## src/rtl/isp_axi_pkg.sv

```systemverilog
// Shared FSM encoding and AXI4 constants for the ISP frame writer.
// Build option ISP_MAXI_WR_ERR_EN is consumed by isp_maxi_wr.
package isp_axi_pkg;

    typedef enum logic [2:0] {
        S_IDLE,
        S_ADDR,
        S_DATA,
        S_RESP,
        S_DONE
    } wr_state_t;

    localparam logic [1:0] AXI_BURST_INCR  = 2'b01;
    localparam logic [3:0] AXI_CACHE_BUF   = 4'b0010;
    localparam logic [1:0] AXI_RESP_OKAY   = 2'b00;
    localparam logic [1:0] AXI_RESP_SLVERR = 2'b10;

    // SLVERR and DECERR both carry bit 1
    function automatic logic resp_is_err(input logic [1:0] resp);
        return resp[1];
    endfunction

endpackage

```

## src/rtl/isp_edge_det.sv

```systemverilog
// Two-flop start chain with rising-edge detect for the frame writer.
module isp_edge_det (
    input  logic clk,
    input  logic rst_n,
    input  logic level,
    output logic rise
);

    logic s1;
    logic s2;

    always_ff @(posedge clk or negedge rst_n) begin
        if (!rst_n) begin
            s1 <= 1'b0;
            s2 <= 1'b0;
        end else begin
            s1 <= level;
            s2 <= s1;
        end
    end

    assign rise = s1 & ~s2;

endmodule

```

## src/rtl/isp_maxi_wr.sv

```systemverilog
// AXI4 master that streams one frame from a FWFT FIFO as fixed INCR bursts.
// Define ISP_MAXI_WR_ERR_EN to latch BRESP errors and abort the frame.
module isp_maxi_wr
    import isp_axi_pkg::*;
#(
    parameter C_M_TARGET_SLAVE_BASE_ADDR = 32'h40000000,
    parameter int C_M_AXI_BURST_LEN      = 256,
    parameter int C_M_AXI_ADDR_WIDTH     = 32,
    parameter int C_M_AXI_DATA_WIDTH     = 64
) (
    input  logic                            M_AXI_ACLK,
    input  logic                            M_AXI_ARESETN,
    input  logic                            WRITE_START,
    input  logic [31:0]                     BURST_ONE_FRAME_TOTAL,
    output logic                            WRITE_DONE,
    output logic                            WRITE_ERR,
    input  logic [C_M_AXI_DATA_WIDTH-1:0]   rd_data,
    output logic                            r_en,
    input  logic                            empty_n,
    output logic                            M_AXI_AWID,
    output logic [C_M_AXI_ADDR_WIDTH-1:0]   M_AXI_AWADDR,
    output logic [7:0]                      M_AXI_AWLEN,
    output logic [2:0]                      M_AXI_AWSIZE,
    output logic [1:0]                      M_AXI_AWBURST,
    output logic                            M_AXI_AWLOCK,
    output logic [3:0]                      M_AXI_AWCACHE,
    output logic [2:0]                      M_AXI_AWPROT,
    output logic                            M_AXI_AWVALID,
    input  logic                            M_AXI_AWREADY,
    output logic [C_M_AXI_DATA_WIDTH-1:0]   M_AXI_WDATA,
    output logic [C_M_AXI_DATA_WIDTH/8-1:0] M_AXI_WSTRB,
    output logic                            M_AXI_WLAST,
    output logic                            M_AXI_WVALID,
    input  logic                            M_AXI_WREADY,
    input  logic [1:0]                      M_AXI_BRESP,
    input  logic                            M_AXI_BVALID,
    output logic                            M_AXI_BREADY
);

    localparam int AW = C_M_AXI_ADDR_WIDTH;
    localparam logic [AW-1:0] BASE_ADDR = AW'(C_M_TARGET_SLAVE_BASE_ADDR);
    localparam logic [AW-1:0] BURST_BYTES =
        AW'(C_M_AXI_BURST_LEN * C_M_AXI_DATA_WIDTH / 8);
    localparam logic [7:0] LAST_BEAT = 8'(C_M_AXI_BURST_LEN - 1);

    wr_state_t     state;
    logic [7:0]    beat;
    logic [31:0]   burst_cnt;
    logic [31:0]   total_q;
    logic [AW-1:0] offset;
    logic          awvalid_q;
    logic          bready_q;
    logic          done_q;
    logic          err_q;
    logic          start_rise;
    logic          in_data;
    logic          last_beat;
    logic          w_hs;
    logic          b_fail;

    isp_edge_det u_start (
        .clk   (M_AXI_ACLK),
        .rst_n (M_AXI_ARESETN),
        .level (WRITE_START),
        .rise  (start_rise)
    );

`ifdef ISP_MAXI_WR_ERR_EN
    assign b_fail    = resp_is_err(M_AXI_BRESP);
    assign WRITE_ERR = err_q;
`else
    logic unused_bresp;
    logic unused_err;
    assign unused_bresp = ^M_AXI_BRESP;
    assign unused_err   = err_q;
    assign b_fail       = 1'b0;
    assign WRITE_ERR    = 1'b0;
`endif

    assign M_AXI_AWID    = 1'b0;
    assign M_AXI_AWLOCK  = 1'b0;
    assign M_AXI_AWCACHE = AXI_CACHE_BUF;
    assign M_AXI_AWPROT  = 3'b000;
    assign M_AXI_AWBURST = AXI_BURST_INCR;
    assign M_AXI_AWLEN   = LAST_BEAT;
    assign M_AXI_AWSIZE  = 3'($clog2(C_M_AXI_DATA_WIDTH / 8));
    assign M_AXI_WSTRB   = '1;
    assign M_AXI_AWADDR  = BASE_ADDR + offset;
    assign M_AXI_AWVALID = awvalid_q;
    assign M_AXI_BREADY  = bready_q;
    assign WRITE_DONE    = done_q;

    // FWFT FIFO head goes straight onto the W channel
    assign in_data      = (state == S_DATA);
    assign last_beat    = (beat == LAST_BEAT);
    assign M_AXI_WDATA  = rd_data;
    assign M_AXI_WVALID = in_data & empty_n;
    assign M_AXI_WLAST  = in_data & last_beat;
    assign r_en         = M_AXI_WVALID & M_AXI_WREADY;
    assign w_hs         = r_en;

    always_ff @(posedge M_AXI_ACLK or negedge M_AXI_ARESETN) begin
        if (!M_AXI_ARESETN) begin
            state     <= S_IDLE;
            beat      <= 8'd0;
            burst_cnt <= 32'd0;
            total_q   <= 32'd0;
            offset    <= '0;
            awvalid_q <= 1'b0;
            bready_q  <= 1'b0;
            done_q    <= 1'b0;
            err_q     <= 1'b0;
        end else begin
            done_q <= 1'b0;
            unique case (state)
                S_IDLE: begin
                    if (start_rise) begin
                        burst_cnt <= 32'd0;
                        offset    <= '0;
                        beat      <= 8'd0;
                        total_q   <= BURST_ONE_FRAME_TOTAL;
                        err_q     <= 1'b0;
                        if (BURST_ONE_FRAME_TOTAL == 32'd0) begin
                            state  <= S_DONE;
                            done_q <= 1'b1;
                        end else begin
                            state     <= S_ADDR;
                            awvalid_q <= 1'b1;
                        end
                    end
                end
                S_ADDR: begin
                    if (M_AXI_AWREADY) begin
                        awvalid_q <= 1'b0;
                        state     <= S_DATA;
                    end
                end
                S_DATA: begin
                    if (w_hs) begin
                        if (last_beat) begin
                            beat     <= 8'd0;
                            bready_q <= 1'b1;
                            state    <= S_RESP;
                        end else begin
                            beat <= beat + 8'd1;
                        end
                    end
                end
                S_RESP: begin
                    if (M_AXI_BVALID) begin
                        bready_q  <= 1'b0;
                        burst_cnt <= burst_cnt + 32'd1;
                        offset    <= offset + BURST_BYTES;
                        if (b_fail) begin
                            err_q <= 1'b1;
                        end
                        if (b_fail || (burst_cnt + 32'd1 == total_q)) begin
                            state  <= S_DONE;
                            done_q <= 1'b1;
                        end else begin
                            state     <= S_ADDR;
                            awvalid_q <= 1'b1;
                        end
                    end
                end
                S_DONE: begin
                    state <= S_IDLE;
                end
                default: begin
                    state <= S_IDLE;
                end
            endcase
        end
    end

endmodule
```

## config.mk

```make
export PLATFORM = sky130hd
export DESIGN_NAME = isp_maxi_wr
export DESIGN_NICKNAME = d
export VERILOG_FILES = /design/src/rtl/isp_axi_pkg.sv /design/src/rtl/isp_edge_det.sv /design/src/rtl/isp_maxi_wr.sv
export SDC_FILE = /design/constraint.sdc
export NUM_CORES = 1
export LEC_CHECK = 0
export BUFFER_PORTS_ARGS = -buffer_cell sky130_fd_sc_hd__buf_2
export CORE_MARGIN = 2
export CORE_UTILIZATION = 55
export DETAILED_ROUTE_END_ITERATION = 7
export PLACE_DENSITY = 0.87
export SLEW_MARGIN = 10
export SYNTH_ARGS = -nofsm -noshare
export SYNTH_HDL_FRONTEND = slang
export SYNTH_SLANG_ARGS = --single-unit
```

## constraint.sdc

```tcl
create_clock -name M_AXI_ACLK -period 7.8 [get_ports M_AXI_ACLK]
set_input_delay 0.39 -clock M_AXI_ACLK [delete_from_list [all_inputs] [get_ports M_AXI_ACLK]]
set_output_delay 0.39 -clock M_AXI_ACLK [all_outputs]
set_load 0.02 [all_outputs]
```

Word-level counts from Yosys, hierarchy flattened
Index checks and enable logic that the tools add are counted.
- register bits after elaboration: 112
- input bits: 105
- logic and storage cells: 75
- output and inout bits: 133
- eq/ne operators: 12
- $add $sub $neg: 4
- reductions and logical operators: 12
- bitwise operators: 5
- mux-type cells: 32
- operators with widths (operator ; count):
    32-bit one-hot mux with 2 select lines ; 2
    32-bit two-way mux ; 3
    31-bit by 32-bit adder with 32-bit output, first input constant ; 1
    32-bit by 1-bit adder with 32-bit output, second input constant ; 1
    32-bit by 12-bit adder with 32-bit output, second input constant ; 1
    32-bit equality test ; 1
    32-bit logical NOT ; 1
    8-bit two-way mux ; 3
    3-bit two-way mux ; 7
    8-bit one-hot mux with 2 select lines ; 1
    1-bit two-way mux ; 12
    2-bit != test, second input constant ; 6
    3-bit one-hot mux with 4 select lines ; 1
    8-bit by 1-bit adder with 8-bit output, second input constant ; 1
    8-bit equality test, second input constant ; 1
    3-bit by 2-bit equality test with 1-bit output, second input constant ; 2
    3-bit AND reduction ; 2
    6-bit AND reduction ; 1
    2-bit nonzero test ; 3
    5-bit AND reduction ; 1
    1-bit bitwise AND ; 4
    1-bit one-hot mux with 2 select lines ; 2
    4-bit AND reduction ; 1
    3-bit by 1-bit equality test with 1-bit output, second input constant ; 1
    other kinds (6) ; 6

Depth between registers and ports, before layout
Gate-level depths: netlist of the first run.
- word-level depth: 5
- mapped depth: 10
- mapped depth without buffers: 9

Hierarchy
Synthesis of the first run repeated with hierarchy kept, for this count alone.
- cells, all modules: 811
- area, all modules: 6734.0 sq um
- by module, submodules not included (module ; instances ; area each (sq um) ; seq. area each (sq um) ; cells each):
    isp_maxi_wr ; 1 ; 6670.1 ; 2477.4 ; 808
    isp_edge_det ; 1 ; 63.8 ; 50.0 ; 3

Worst setup path before layout of the first run
Ideal clock, no wire load.
- kind: register -> register
- from: reg burst_cnt[0]
- to: reg awvalid_q, in the netlist M_AXI_AWVALID
- arrival: 2.585 ns
- stages on the path, launching flop included: 11
- buffers on the path: 1
- setup slack: 5.091 ns
- data required time: 7.676 ns
- clock period less this slack: 2.709 ns
- setup time: 0.124 ns
- path through: dfrtp_1 ha_1 nand2_1 or3_1 buf_2 nor4b_4 xor2_1 a2111oi_4 and2_4 a31oi_1 o31a_1
- longest elaborated chain between the ends: 4
- ends and longest elaborated chain (item ; RTL line ; RTL):
    start, declared ; isp_maxi_wr.sv:48 ; logic [31:0] burst_cnt;
    start signal, assigned ; isp_maxi_wr.sv:152 ; burst_cnt <= burst_cnt + 32'd1;
    32-bit by 1-bit adder with 32-bit output ; isp_maxi_wr.sv:157 ; if (b_fail || (burst_cnt + 32'd1 == total_q)) begin
    32-bit equality test ; isp_maxi_wr.sv:157 ;
    2-bit != test (no line) ; -- ;
    6-bit AND reduction (no line) ; -- ;
    end signal, assigned ; isp_maxi_wr.sv:128 ; awvalid_q <= 1'b1;
    end signal, assigned ; isp_maxi_wr.sv:134 ; awvalid_q <= 1'b0;
    end signal, assigned ; isp_maxi_wr.sv:162 ; awvalid_q <= 1'b1;
    end, declared ; isp_maxi_wr.sv:51 ; logic awvalid_q;
Every way passes these cells.
A chain may end at the register's enable or synchronous reset.

Final worst setup path of the first run
- from: reg burst_cnt[3]
- to: reg awvalid_q, in the netlist M_AXI_AWVALID
Same word-level chain as after synthesis.

==> results of run 1 <==
## metrics by stage
stage	hold slack, ns	area, um2	instances	setup WS (ns)
floorplan	0.09441	6902	855	5.091
detailed placement	0.3241	6374	911	4.513
CTS	0.1354	6696	928	4.490
finish	0.1421	6696	928	4.442
global route	0.1378	6696	928	4.223
global placement	0.3226	6374	911	4.549
## cells by family after synthesis
group | count (synthesis)
XOR/XNOR | 65
multiplexers | 1
AO/OA/AOI/OAI | 124
buffers and inverters | 173
AND/OR/NAND/NOR | 346
flip-flops | 101
adder cells (fa/ha/maj) | 3
other | 2
## repair_timing
item	CTS	global route
resized for setup	0	0
hold buffers	1	0
hold endpoints to repair	28	0
## placed cells by master (no fill, tap or decap), drive strengths merged, types with 3 or more instances in the layout
| cell | instances |
|---|---|
| xor2 | 27 |
| dfrtp | 101 |
| ha | 3 |
| and2 | 7 |
| o21ai | 65 |
| nor2b | 3 |
| a22o | 3 |
| conb | 42 |
| a21oi | 13 |
| buf | 70 |
| and4 | 5 |
| nor4 | 18 |
| xnor2 | 36 |
| nand4 | 18 |
| nand3 | 24 |
| and4b | 3 |
| o211ai | 3 |
| a31oi | 6 |
| a2111oi | 3 |
| nand2 | 157 |
| inv | 10 |
| nor3 | 15 |
| clkinv | 3 |
| o22ai | 4 |
| and3 | 12 |
| o31ai | 8 |
| or3 | 8 |
| nor2 | 66 |
| o41ai | 3 |
| clkbuf | 13 |
## power by group through the flow
stage | registers, uW | clock network [uW] | logic, uW
finish | 765 | 465 | 615
global route | 782 | 498 | 690
floorplan | 724 | 0 | 561
detailed placement | 773 | 0 | 607
global placement | 766 | 0 | 588
CTS | 764 | 474 | 613
## flip-flops by register name, indices dropped and copies added, names as in the netlist
name	count
M_AXI_AWVALID	1
beat	8
state	3
WRITE_DONE	1
total_q	32
burst_cnt	32
u_start.s2	1
M_AXI_BREADY	1
offset	21
u_start.s1	1
## worst max-delay path: stages (launching register included)
cell and delay (ns):
sky130_fd_sc_hd__dfrtp_1 0.53, sky130_fd_sc_hd__nand4_1 0.48, sky130_fd_sc_hd__or3_1 0.65, sky130_fd_sc_hd__nor4_1 0.62, sky130_fd_sc_hd__xnor2_1 0.21, sky130_fd_sc_hd__o2111ai_1 0.19, sky130_fd_sc_hd__nor3_4 0.20, sky130_fd_sc_hd__a31oi_1 0.12
sky130_fd_sc_hd__o31a_1 0.24
## final cells by class
cell class                 instances  area [um2]  area share
tap                              147       183.9     0.02747
multi-input combinational        581        3252      0.4856
timing repair buffer              71       375.4     0.05605
sequential                       101        2527      0.3774
clock buffer                      13       270.3     0.04036
inverter                          12       45.04    0.006726
clock inverter                     3       42.54    0.006353
## worst max path at each step
| stage | slack, ns | startpoint | to |
|---|---|---|---|
| floorplan | 5.09 | burst_cnt[0] | M_AXI_AWVALID |
| CTS | 4.49 | burst_cnt[3] | M_AXI_AWVALID |
| global placement | 4.55 | burst_cnt[3] | M_AXI_AWVALID |
| finish | 4.44 | burst_cnt[3] | M_AXI_AWVALID |
| detailed placement | 4.51 | burst_cnt[3] | M_AXI_AWVALID |
| global route | 4.22 | burst_cnt[3] | state[0] |
## layer usage
metal | vias up | track usage | wire, um
met3 | 41 | 0.04850 | 826
met4 | 0 | 0.09880 | 401
met1 | 2537 | 0.2809 | 6020
li1 | 2521 | - | -
met2 | 185 | 0.3680 | 7095
met5 | - | 0 | 0
==> flow_results.org, run 1 <==
** Detailed routing
- In the final routed layout, each cell accounts on average for 15.46 um.
- The first detailed-routing pass ran for 6 iterations.
- Using the TritonRoute via totals, the vias-per-cell ratio works out to 5.694.
- The final route contains 5,284 vias.
- Number of nets still failing antenna checks after routing :: 0
- The final layout contains routed wiring with a total length of 14.34 mm.
- After the first detailed-routing iteration, the DRC count stood at 466.
- In the routed design, unresolved DRC markers number 0.

** Pwr
- Of the total power, combinational logic draws 0.333.
- The internal power of the cells totals 1153 uW.
- Total net switching power :: 691.7 uW
- Total Power :: 1845 uW
- In this run the power density over the cells is 275.5 nW/um2.
- Sequential share of power :: 0.414
- Proportion of power drawn by the clock network :: 0.252
- The analysis attributes to cell leakage a power of 0.003086 uW.
- Across the VDD grid, the largest voltage drop is 117.4 uV.
- Net switching fraction of the power :: 0.3750

** Global routing
- Antenna violations before repair :: 0
- In the global route stage, overall resource usage came out at 0.2221.
- Pin count of the biggest net entering global routing :: 74
- For this run the aggregate overflow at the end of global routing stands at 0.
- Vias in the first global route :: 4,944
- Global-route wire length before repair :: 23.32 mm

** Setup path
- Across all register-to-register paths, the minimum setup slack is 4.44 ns.
- Setup Crit Path Kind :: reg2reg
- In this run the worst path has a maximum fanout of 12.
- Reg2reg end :: M_AXI_AWVALID
- Reg2reg path depth :: 8
- Crit path DAT :: 3.60 ns
- Startpoint of the worst-slack reg-to-reg timing path :: burst_cnt[3]
- Data required, critical path :: 8.04 ns
- Startpoint type of the worst setup path :: flop
- The worst setup path is captured at a flop.

** Synth
- By area, the combinational part of the netlist is dominated by simple AND/OR/NAND/NOR gates.
- Of all flip-flops after synthesis, the portion carrying an async set or reset was 1.000.
- Of the total synthesized cell area, the portion taken by full adders, half adders and majority gates is 0.005560.
- Among all flip-flop cells after synthesis, the most frequent one is sky130_fd_sc_hd__dfrtp_1.
- sky130_fd_sc_hd__nand2_1 is the most common cell in the netlist.
- Count of mapped cells out of synthesis :: 815
- Of the total synthesized cell area, the portion taken by AND, OR, NAND and NOR gates is 0.2467.
- Yosys printed 0 warnings.
- Synthesis-stage register bit count :: 101
- Proportion of synthesized chip area in sequential cells :: 0.3744
- The fraction of the mapped netlist area in compound gates was 0.1149.
- The share of synthesized area in the top cell type comes to 0.3744.
- The synthesized design contains 0 enable-type register cells.
- Area contributors post-synth :: sky130_fd_sc_hd__dfrtp_1, sky130_fd_sc_hd__buf_4, sky130_fd_sc_hd__nand2_1, sky130_fd_sc_hd__o21ai_0, sky130_fd_sc_hd__xnor2_1
- A synthesized cell averages 8.284 um2.
- Most frequent cells after synthesis :: sky130_fd_sc_hd__nand2_1, sky130_fd_sc_hd__buf_4, sky130_fd_sc_hd__dfrtp_1
- Share of synthesized area spent on multiplexers :: 0.001668
- In this run the cell area of the synthesized design comes to 6751 um2.
- Area share of xor/xnor cells in the synthesized design :: 0.08840
- The netlist uses 63 different library cells.
- Top cell type by total area after synthesis :: sky130_fd_sc_hd__dfrtp_1

** Floorplanning
- In this run the count of I/O pins placed on the die edge is 238.
- Die ar. :: 13,180 um2
- Die extent in y :: 114.8 um
- The floorplan has 40 rows.
- The initial utilization of the core area, before any placement, comes to 0.5621.
- The core region is 12,010 um2.
- Die boundary width :: 114.8 um

** STA
- Number of max-slew violations in the final report :: 0
- Peak clock frequency supported by timing :: 297.8 MHz
- Of the available clock period, the critical path in the final layout requires 0.4306.
- The worst pin sits at a relative slew slack of 0.3146.
- Unrepaired setup endpoints after global routing :: no
- Tightest Pin Transition :: 1.027 ns
- Final setup fails :: 0
- The final number of hold-violating endpoints was 0.
- Clock skew :: 0.004486 ns
- Setup total negative slack on the finished layout was measured at 0 ns.
- Final Critical Period :: 3.358 ns

** Cells and area
- Post-layout utilization of the core :: 0.5575
- Fillers :: 1,109
- The net count of the finished layout is 884.
- Synthesis-to-layout area growth :: -0.8155%
- In the final layout, the share of cells above drive strength 1 is 0.1306.
- Ant. Diodes :: 0

** Run status
- The run finished with clean final reports.

** Min path
- Worst Hold Class :: in2reg
- Hold Path Stages :: 1
- Worst Min Path Start :: WRITE_START
- For hold timing, the worst endpoint is u_start.s1.

** Clock tree
- Post-CTS Repair Setup Buffers :: 0
- CTS saw 101 sinks.
- Library cell used as clock root buffer :: sky130_fd_sc_hd__clkbuf_16
- H-tree depth :: 3
- No sink is reached through more buffers than the 2 on the longest clock path.
- After clock tree synthesis, the clock-pin slew on the worst setup and hold paths is 0.07 ns.
- TritonCTS built the clock tree.
- Buffers inserted during clock tree synthesis total 9.
- Clk Latency, worst-skew pair :: 0.35 ns

** Place
- Placed wire-length estimate :: 10.23 mm
- Quantity of I/O buffers inserted on ports :: 65
- The congestion estimate from routability-driven global placement came to 0.9434.

** Run
- Maximum capacitance violations :: 0
Power figures use the tool's default switching activity.
==> inputs of run 2 (changes only) <==
--- a/config.mk
+++ b/config.mk
@@ -7,9 +7,9 @@
 export LEC_CHECK = 0
 export BUFFER_PORTS_ARGS = -buffer_cell sky130_fd_sc_hd__buf_2
 export CORE_MARGIN = 2
-export CORE_UTILIZATION = 55
+export CORE_UTILIZATION = 46
 export DETAILED_ROUTE_END_ITERATION = 7
-export PLACE_DENSITY = 0.87
+export PLACE_DENSITY = 0.78
 export SLEW_MARGIN = 10
 export SYNTH_ARGS = -nofsm -noshare
 export SYNTH_HDL_FRONTEND = slang
==> constraint.sdc (replaced) <==
create_clock -name M_AXI_ACLK -period 2.8 [get_ports M_AXI_ACLK]
set_input_delay 0.14 -clock M_AXI_ACLK [delete_from_list [all_inputs] [get_ports M_AXI_ACLK]]
set_output_delay 0.14 -clock M_AXI_ACLK [all_outputs]
set_load 0.02 [all_outputs]
==> run 2 against run 1 <==
  * Cell count increased by 11%
  * Maximum frequency increased by 26%
  * Clock skew increased by 0.0045 ns
  * Combinational power increased to 3.0 times the previous value
  * Power increased to 2.9 times the previous value
  * Sequential share of layout area decreased by 3.3 points
  * Non-clock buffer count increased by 64
  * Die area increased by 19%
  * Clock power increased to 2.9 times the previous value
  * Register-to-register slack got worse by 4.3 ns
  * Worst setup slack got worse by 4.3 ns
  * Flip-flop and latch count unchanged
  * Critical endpoint unchanged
  * Largest cell class unchanged
==> flow_results.org, run 2 (same netlist as run 1, synthesis figures left out) <==
** Floorplanning
- The area of the die came to 15,660 um2 (was 13,180 um2).
- The total I/O pin count is 238 (unchanged).
- The die width was 125.2 um (was 114.8 um).
- The chip height was 125.2 um (was 114.8 um).
- Area of the core region :: 14,420 um2 (was 12,010 um2)
- Initial Utilization :: 0.4681 (was 0.5621)
- Number of core rows :: 44 (was 40)

** Setup path
- The path depth of the worst reg2reg path was 8 (unchanged).
- Largest fanout on the critical path :: 7 (was 12)
- The family of cells with the greatest summed delay on the critical path is simple AND/OR/NAND/NOR gates (unchanged).
- Stages on worst setup path :: 8 (unchanged)
- The count of buffer and inverter cells on the critical path was 0 (unchanged).
- The critical path required time was 3.03 ns (was 8.04 ns).
- The launch point of the worst reg-to-reg path is burst_cnt[10] (was burst_cnt[3]).
- The kind of end point of the critical path was a flop (unchanged).
- Slowest cell on crit path :: sky130_fd_sc_hd__or4_4 (was sky130_fd_sc_hd__or3_1)
- Worst-path cell chain :: nand4_1 -> or4_4 -> or3b_4 -> a2111oi_4 -> and4b_1 -> and2_4 -> a31oi_1 -> o31a_1 (was nand4_1 -> or3_1 -> nor4_1 -> xnor2_1 -> o2111ai_1 -> nor3_4 -> a31oi_1 -> o31a_1)
- Startpoint type of the worst setup path :: flop (unchanged)
- The maximum cell stage delay along the critical path was 0.53 ns (was 0.65 ns).
- Crit path DAT :: 2.89 ns (was 3.60 ns)
- Reg2reg end :: M_AXI_AWVALID (unchanged)
- Setup Crit Path Kind :: reg2reg (unchanged)
- Setup slack of the worst register-to-register path :: 0.14 ns (was 4.44 ns)

** Pwr
- The sequential power share is 0.399 (was 0.414).
- Net switching fraction of the power :: 0.3786 (was 0.3750)
- The combinational fraction of design power came to 0.350 (was 0.333).
- The clock group share of total power is 0.251 (was 0.252).
- Internal power of the cells :: 3315 uW (was 1153 uW)
- Leak pwr :: 0.003388 uW (was 0.003086 uW)
- The reported net switching power was 2020 uW (was 691.7 uW).
- The highest ir drop seen on vdd was 365.8 uV (was 117.4 uV).
- The power per standard cell area came to 726.0 nW/um2 (was 275.5 nW/um2).

** Clock tree
- Buffers from clock root to sink, at most :: 2 (unchanged)
- TritonCTS clock tree :: built (unchanged)
- Library cell used as clock root buffer :: sky130_fd_sc_hd__clkbuf_16 (unchanged)
- The clock sink total is 101 (unchanged).
- Clk Latency, worst-skew pair :: 0.35 ns (about the same)
- Clock transition at the registers of the reported paths :: 0.07 ns (about the same)
- Num CTS Buffers :: 9 (unchanged)
- H-tree depth :: 3 (unchanged)

** Global routing
- Pin count of the biggest net entering global routing :: 67 (was 74)
- Grt total ovfl :: 0 (unchanged)
- Vias in the first global route :: 5,253 (was 4,944)
- Global routing usage summed across all routing layers :: 0.1974 (was 0.2221)
- Antenna violations before repair :: 0 (unchanged)
- Global-route wire length before repair :: 25.28 mm (was 23.32 mm)

** STA
- Tightest Pin Transition :: 0.8498 ns (was 1.027 ns)
- The tightest slew margin relative to the limit was 0.4334 (was 0.3146).
- The max-slew violation count was 0 (unchanged).
- Smallest setup slack after layout :: 0.1394 ns (was 4.442 ns)
- The maximum clock rate was 375.9 MHz (was 297.8 MHz).
- Unrepaired setup endpoints after global routing: no (unchanged).
- The setup total negative slack was 0 ns (unchanged).
- The final count of negative-setup-slack endpoints was 0 (unchanged).
- The final number of hold-violating endpoints came to 0 (unchanged).
- Clock skew :: 0.008974 ns (was 0.004486 ns)
- The shortest period the worst path allows is 2.661 ns (was 3.358 ns).
- Final worst-path cycle share :: 0.9502 (was 0.4306)

** Detailed routing
- The total iterations of the first detailed-routing run was 5 (was 6).
- Total length of routed wires :: 15.43 mm (was 14.34 mm)
- The count of routing violations after the opening detailed-route iteration is 554 (was 466).
- DRC violation count after routing :: 0 (unchanged)
- The number of vias per cell was 5.360 (was 5.694).
- The via count of the routed design came to 5,515 (was 5,284).
- Detailed-route wire length per cell :: 15.00 um (was 15.46 um)
- Number of nets still failing antenna checks after routing :: 0 (unchanged)

** Cells and area
- Fin nets :: 948 (was 884)
- Biggest regs: burst_cnt (32), total_q (32), offset (21) (unchanged).
- The number of standard cells in the layout, taps in and fillers out came to 1,029 (was 928).
- FF/Latch Area :: 2531 um2 (was 2527 um2)
- The commonest non-fill, non-tap cell in the layout is sky130_fd_sc_hd__nand2_1 (unchanged).
- The antenna diode instance count was 0 (unchanged).
- Top library cells by usage in the layout, fill and taps aside: sky130_fd_sc_hd__nand2_1, sky130_fd_sc_hd__dfrtp_1, sky130_fd_sc_hd__nor2_1 (unchanged).
- Fillers :: 1,319 (was 1,109)
- Layout cells sized above 1 :: 0.1728 (was 0.1306)
- Synthesis-to-layout area growth :: 8.840% (was -0.8155%)
- Total area of multi-input combinational cells :: 3291 um2 (was 3252 um2)

** Run
- The max-capacitance violation count was 0 (unchanged).

** Min path
- The worst min-delay path class was in2reg (unchanged).
- The origin of the worst min-delay path is BURST_ONE_FRAME_TOTAL[15] (was WRITE_START).
- The worst hold endpoint was total_q[15] (was u_start.s1).
- Hold Path Stages :: 3 (was 1)

** Place
- Quantity of I/O buffers inserted on ports :: 65 (unchanged)
- Final GP Congestion :: 0.9105 (was 0.9434)
- The detailed-placement wirelength estimate was 10.89 mm (was 10.23 mm).
- The number of placed cells counting well taps came to 981 (was 911).
- The worst-case setup slack after placement is 0.05397 ns (was 4.513 ns).

** Run status
- Status: finished, final reports clean (unchanged).
-- run 2: cell types whose count changed in the layout (fill, tap and decap cells not counted), moves of 3 or more --
cell	previous run	this run
sky130_fd_sc_hd__buf_4	6	42
sky130_fd_sc_hd__clkbuf_8	3	0
sky130_fd_sc_hd__dfrtp_1	101	98
sky130_fd_sc_hd__dfrtp_2	0	3
sky130_fd_sc_hd__dlygate4sd3_1	1	28
-- run 2: per-stage QoR --
step	total power [uW]	utilization	instance area (um2)	hold WS, ns
final	5335	0.5095	7348	0.007016
after global routing	5668	0.5095	7348	0.005661
after CTS	5308	0.5044	7276	0.0009399
after detailed placement	3915	0.4631	6680	0.2496
after global placement	3858	0.4631	6680	0.2524
after floorplan	3580	-	6902	-0.1556
-- run 2: layout make-up --
type / count / share of cell area
Timing Repair Buffer: 135 / 0.1274
Clock buffer: 10 / 0.03116
Multi-Input combinational cell: 581 / 0.4478
Clock inverter: 6 / 0.01175
Sequential cell: 101 / 0.3445
Inverter: 12 / 0.006130
Tap cell: 184 / 0.03133
-- run 2: how the worst max path moves through the flow --
| stage | start | end | slack [ns] |
|---|---|---|---|
| 3_3_place_gp | burst_cnt[1] | state[0] | 0.12 |
| 3_5_place_dp | burst_cnt[1] | M_AXI_AWVALID | 0.05 |
| 2_1_floorplan | burst_cnt[0] | M_AXI_AWVALID | 0.09 |
| 5_1_grt | burst_cnt[15] | M_AXI_AWVALID | 0.006 |
| 4_1_cts | burst_cnt[1] | M_AXI_AWVALID | 0.03 |
| 6_report | burst_cnt[10] | M_AXI_AWVALID | 0.14 |
-- run 2: power groups by stage --
stage,Combinational [uW],Clock (uW),Sequential [uW]
floorplan,1560,0,2020
detailed placement,1770,0,2150
finish,1860,1340,2130
CTS,1810,1380,2130
global placement,1720,0,2140
global route,2070,1430,2170
-- run 2: worst min-delay path, cell delays in order --
cell and delay (ns):
sky130_fd_sc_hd__buf_2 0.10, sky130_fd_sc_hd__nand2_1 0.05, sky130_fd_sc_hd__nand2_1 0.05
-- run 2: what timing repair did --
item	CTS	global route
hold endpoints to repair	92	0
setup endpoints to repair	0	4
hold buffers	28	0
gates resized for setup	0	9
buffers inserted	0	4
-- run 2: per-layer routing --
layer | GRT usage | wire length (um) | vias up
met2 | 0.3318 | 7693 | 180
met3 | 0.04450 | 921 | 31
met1 | 0.2490 | 6527 | 2654
met5 | 0 | 0 | -
met4 | 0.07451 | 291 | 0
li1 | - | - | 2650
==> inputs of run 3 (changes only) <==
--- a/config.mk
+++ b/config.mk
@@ -5,9 +5,10 @@
 export SDC_FILE = /design/constraint.sdc
 export NUM_CORES = 1
 export LEC_CHECK = 0
+export ABC_AREA = 1
 export BUFFER_PORTS_ARGS = -buffer_cell sky130_fd_sc_hd__buf_2
 export CORE_MARGIN = 2
-export CORE_UTILIZATION = 46
+export CORE_UTILIZATION = 47
 export DETAILED_ROUTE_END_ITERATION = 7
 export PLACE_DENSITY = 0.78
 export SLEW_MARGIN = 10
==> run 3 against run 2 <==
  * Highest routed layer unchanged
  * Core utilization is 2.5 points lower
  * Area after synthesis is 6.2% higher
  * Clock-buffer cell count stayed put
==> flow_results.org, run 3 <==
** Run status
- Status :: finished, final reports clean (unchanged)

** Setup path
- The maximum net fanout on the critical path came to 6 (was 7).
- Counting stages on the worst path, the most repeated cell is sky130_fd_sc_hd__nand2_1.
- The kind of end point of the critical path is a flop (unchanged).
- The maximum cell stage delay along the critical path was 0.45 ns (was 0.53 ns).
- Worst-path cell chain: ha_1 -> nand2_2 -> nor2_4 -> nand2_2 -> o21ai_0 -> nand2_1 -> nand2_1 -> nand3_1 -> nor2_1 -> nand2_1 -> nor2_2 -> nand3_1 -> nand2_1 -> nand2_1 -> nand2_1 -> nand2_1 (was nand4_1 -> or4_4 -> or3b_4 -> a2111oi_4 -> and4b_1 -> and2_4 -> a31oi_1 -> o31a_1).
- Data required, critical path :: 3.04 ns (was 3.03 ns)
- Startpoint type of the worst setup path :: flop (unchanged)
- Setup Crit Path Kind :: reg2reg (unchanged)
- Crit path DAT :: 2.71 ns (was 2.89 ns)
- The cell with the largest stage delay on the worst path is sky130_fd_sc_hd__dfrtp_1 (was sky130_fd_sc_hd__or4_4).

** Pwr
- The static leakage power was 0.003584 uW (was 0.003388 uW).
- Power Density :: 687.5 nW/um2 (was 726.0 nW/um2)
- The highest ir drop seen on vdd is 455.9 uV (was 365.8 uV).

** Cells and area
- Fin nets :: 1,116 (was 948)
- The fraction of layout cells with a size suffix above 1 was 0.1285 (was 0.1728).
- The final cell utilization of the core was 0.4840 (was 0.5095).
- Commonest non-fill, non-tap cell in the layout :: sky130_fd_sc_hd__nand2_1 (unchanged)
- Layout Cell Area excl Fill :: 7276 um2 (was 7348 um2)
- Biggest regs: burst_cnt (32), total_q (32), offset (21) (unchanged).
- Count of placed standard cells in the final layout, fillers left out :: 1,200 (was 1,029)
- The antenna diode instance count came to 0 (unchanged).
- Top library cells by usage in the layout, fill and taps aside :: sky130_fd_sc_hd__nand2_1, sky130_fd_sc_hd__inv_1, sky130_fd_sc_hd__dfrtp_1 (was sky130_fd_sc_hd__nand2_1, sky130_fd_sc_hd__dfrtp_1, sky130_fd_sc_hd__nor2_1)
- The area growth from synthesis to layout is 1.519% (was 8.840%).

** Synth
- The number of storage elements in the synthesis netlist is 101 (unchanged).
- Yosys top cell area share :: 0.3527 (was 0.3744)
- Proportion of synthesized chip area in sequential cells :: 0.3527 (was 0.3744)
- Synthesized area divided by synthesized cell count :: 7.019 um2 (was 8.284 um2)
- The cell area after synthesis is 7167 um2 (was 6751 um2).
- Top cell type by total area after synthesis :: sky130_fd_sc_hd__dfrtp_1 (unchanged)
- Number of distinct library cells after synthesis :: 41 (was 63)
- Number of enable flip-flop cells after synthesis :: 0 (unchanged)
- Most frequent cells after synthesis: sky130_fd_sc_hd__nand2_1, sky130_fd_sc_hd__buf_4, sky130_fd_sc_hd__inv_1 (was sky130_fd_sc_hd__nand2_1, sky130_fd_sc_hd__buf_4, sky130_fd_sc_hd__dfrtp_1).
- The most repeated cell in the gate-level netlist after synthesis is sky130_fd_sc_hd__nand2_1 (unchanged).
- The flip-flop cell with the highest count after synthesis was sky130_fd_sc_hd__dfrtp_1 (unchanged).
- The count of synthesis-stage warnings from yosys was 0 (unchanged).
- Count of mapped cells out of synthesis :: 1,021 (was 815)
- The share of flip-flops with an asynchronous set or reset came to 1.000 (unchanged).
- Area contributors post-synth: sky130_fd_sc_hd__dfrtp_1, sky130_fd_sc_hd__nand2_1, sky130_fd_sc_hd__buf_4, sky130_fd_sc_hd__inv_1, sky130_fd_sc_hd__nand3_1 (was sky130_fd_sc_hd__dfrtp_1, sky130_fd_sc_hd__buf_4, sky130_fd_sc_hd__nand2_1, sky130_fd_sc_hd__o21ai_0, sky130_fd_sc_hd__xnor2_1).

** Clock tree
- The number of clock buffers inserted by TritonCTS came to 9 (unchanged).
- The H-tree depth is 3 (unchanged).
- Clk Latency, worst-skew pair :: 0.35 ns (about the same)
- # resized after CTS :: 0 (unchanged)
- The maximum clock path buffer count came to 2 (unchanged).
- The clock sink total is 101 (unchanged).
- Clock transition at the registers of the reported paths :: 0.07 ns (about the same)
- The cell at the root of the clock tree is sky130_fd_sc_hd__clkbuf_16 (unchanged).
- TritonCTS clock tree :: built (unchanged)

** Place
- The total of buffers placed on input and output ports came to 65 (unchanged).
- The routability congestion estimate from global placement came to 0.9685 (was 0.9105).
- The number of placed cells counting well taps was 1,181 (was 981).
- The detailed-placement wirelength estimate is 12.66 mm (was 10.89 mm).
- Area after DPL :: 6949 um2 (was 6680 um2)

** Detailed routing
- The number of remaining DRC errors came to 0 (unchanged).
- Detailed-route vias per instance :: 5.259 (was 5.360)
- The via count of the routed design is 6,311 (was 5,515).
- Number of nets still failing antenna checks after routing :: 0 (unchanged)
- The count of routing violations after the opening detailed-route iteration is 426 (was 554).
- The routed wirelength normalized by instance count is 14.26 um (was 15.00 um).
- Total length of routed wires :: 17.11 mm (was 15.43 mm)
- The total iterations of the first detailed-routing run was 5 (unchanged).

** Global routing
- Global routing usage summed across all routing layers :: 0.2148 (was 0.1974)
- The number of global-route vias before repair is 5,838 (was 5,253).
- Grt total ovfl :: 0 (unchanged)
- The pin count of the biggest net entering global routing was 59 (was 67).
- Global-route wire length before repair :: 27.83 mm (was 25.28 mm)
- Antenna violations before repair :: 0 (unchanged)

** Run
- The max-capacitance violation count came to 0 (unchanged).

** STA
- Final Critical Period :: 2.470 ns (was 2.661 ns)
- The slew at the pin closest to its max-slew limit came to 0.5896 ns (was 0.8498 ns).
- Summed negative setup slack over all endpoints :: 0 ns (unchanged)
- Number of max-slew violations in the final report :: 0 (unchanged)
- Final worst-path cycle share :: 0.8820 (was 0.9502)
- The final number of hold-violating endpoints is 0 (unchanged).
- The final count of negative-setup-slack endpoints is 0 (unchanged).
- Clock skew :: 0.007128 ns (was 0.008974 ns)
- Unrepaired setup endpoints after global routing :: no (unchanged)
- The maximum clock rate was 404.9 MHz (was 375.9 MHz).
- The tightest slew margin relative to the limit was 0.6069 (was 0.4334).

** Min path
- The worst min-delay path class is in2reg (unchanged).

** Floorplanning
- The placeable core region is 15,030 um2 (was 14,420 um2).
- The die width was 127.5 um (was 125.2 um).
- The total I/O pin count came to 238 (unchanged).
- The number of rows in the core area came to 45 (was 44).
- Die ar. :: 16,250 um2 (was 15,660 um2)
- The chip height was 127.5 um (was 125.2 um).
- Initial Utilization :: 0.4767 (was 0.4681)
[run 3: final cells by class]
type | count | area (um2)
clock buffer | 10 | 229.0
clock inverter | 5 | 57.56
fill | 1456 | 7757
inverter | 114 | 427.9
multi-input combinational | 706 | 3366
sequential | 101 | 2527
tap | 188 | 235.2
timing repair buffer | 76 | 432.9
[run 3: power by group]
part           internal (uW)  total [uW]  switching [uW]
clock                    693        1270             574
combinational            588        1700            1110
sequential              1780        2040             260
total                   3060        5000            1940
[run 3: metrics by stage]
step           hold slack (ns)  setup WS, ns  total power (uW)
2_1_floorplan          -0.1556        0.6281              3449
3_3_place_gp            0.1827        0.4461              3698
3_5_place_dp            0.1860        0.3941              3739
4_1_cts              0.0002332        0.3706              5007
5_1_grt                0.02292       0.09029              5343
6_report              0.003654        0.3304              5002
[run 3: critical path: cells and delay by family (launching register included)]
kind | cells | cell delay, ns
AND/OR/NAND/NOR | 14 | 1.37
flip-flops | 1 | 0.45
AO/OA/AOI/OAI | 1 | 0.29
adder cells (fa/ha/maj) | 1 | 0.25
[run 3: worst paths after layout]
kind	slack, ns	cells after the start	start	endpoint
max in group asynchronous	1.73	3	M_AXI_ARESETN	burst_cnt[8]
hold / removal	0.004	3	BURST_ONE_FRAME_TOTAL[15]	total_q[15]
hold reg to reg	0.38	0	u_start.s1	u_start.s2
setup / recovery	0.33	16	burst_cnt[0]	state[0]
min in group asynchronous	0.34	2	M_AXI_ARESETN	beat[2]
setup reg to reg	0.33	16	burst_cnt[0]	state[0]
[run 3: kinds of logic after synthesis]
logic type      share of synthesized area
fa+ha+maj                        0.005238
buf+inv                            0.1987
other cells                      0.001048
compound gates                    0.07577
xor+xnor                          0.01658
flops                              0.3527
simple gates                       0.3500
[run 3: per-layer routing]
layer,track usage,share of wire,wire [um]
met1,0.2764,0.43,7365
met2,0.3592,0.47,8125
met3,0.02931,0.060,1022
met4,0.1008,0.035,601
met5,0,0,0
[run 3: timing repair]
action	4_1_cts	5_1_grt
hold buffers	4	0
endpoints found under the hold margin	46	0
setup endpoints to repair	0	0
buffers inserted	0	0
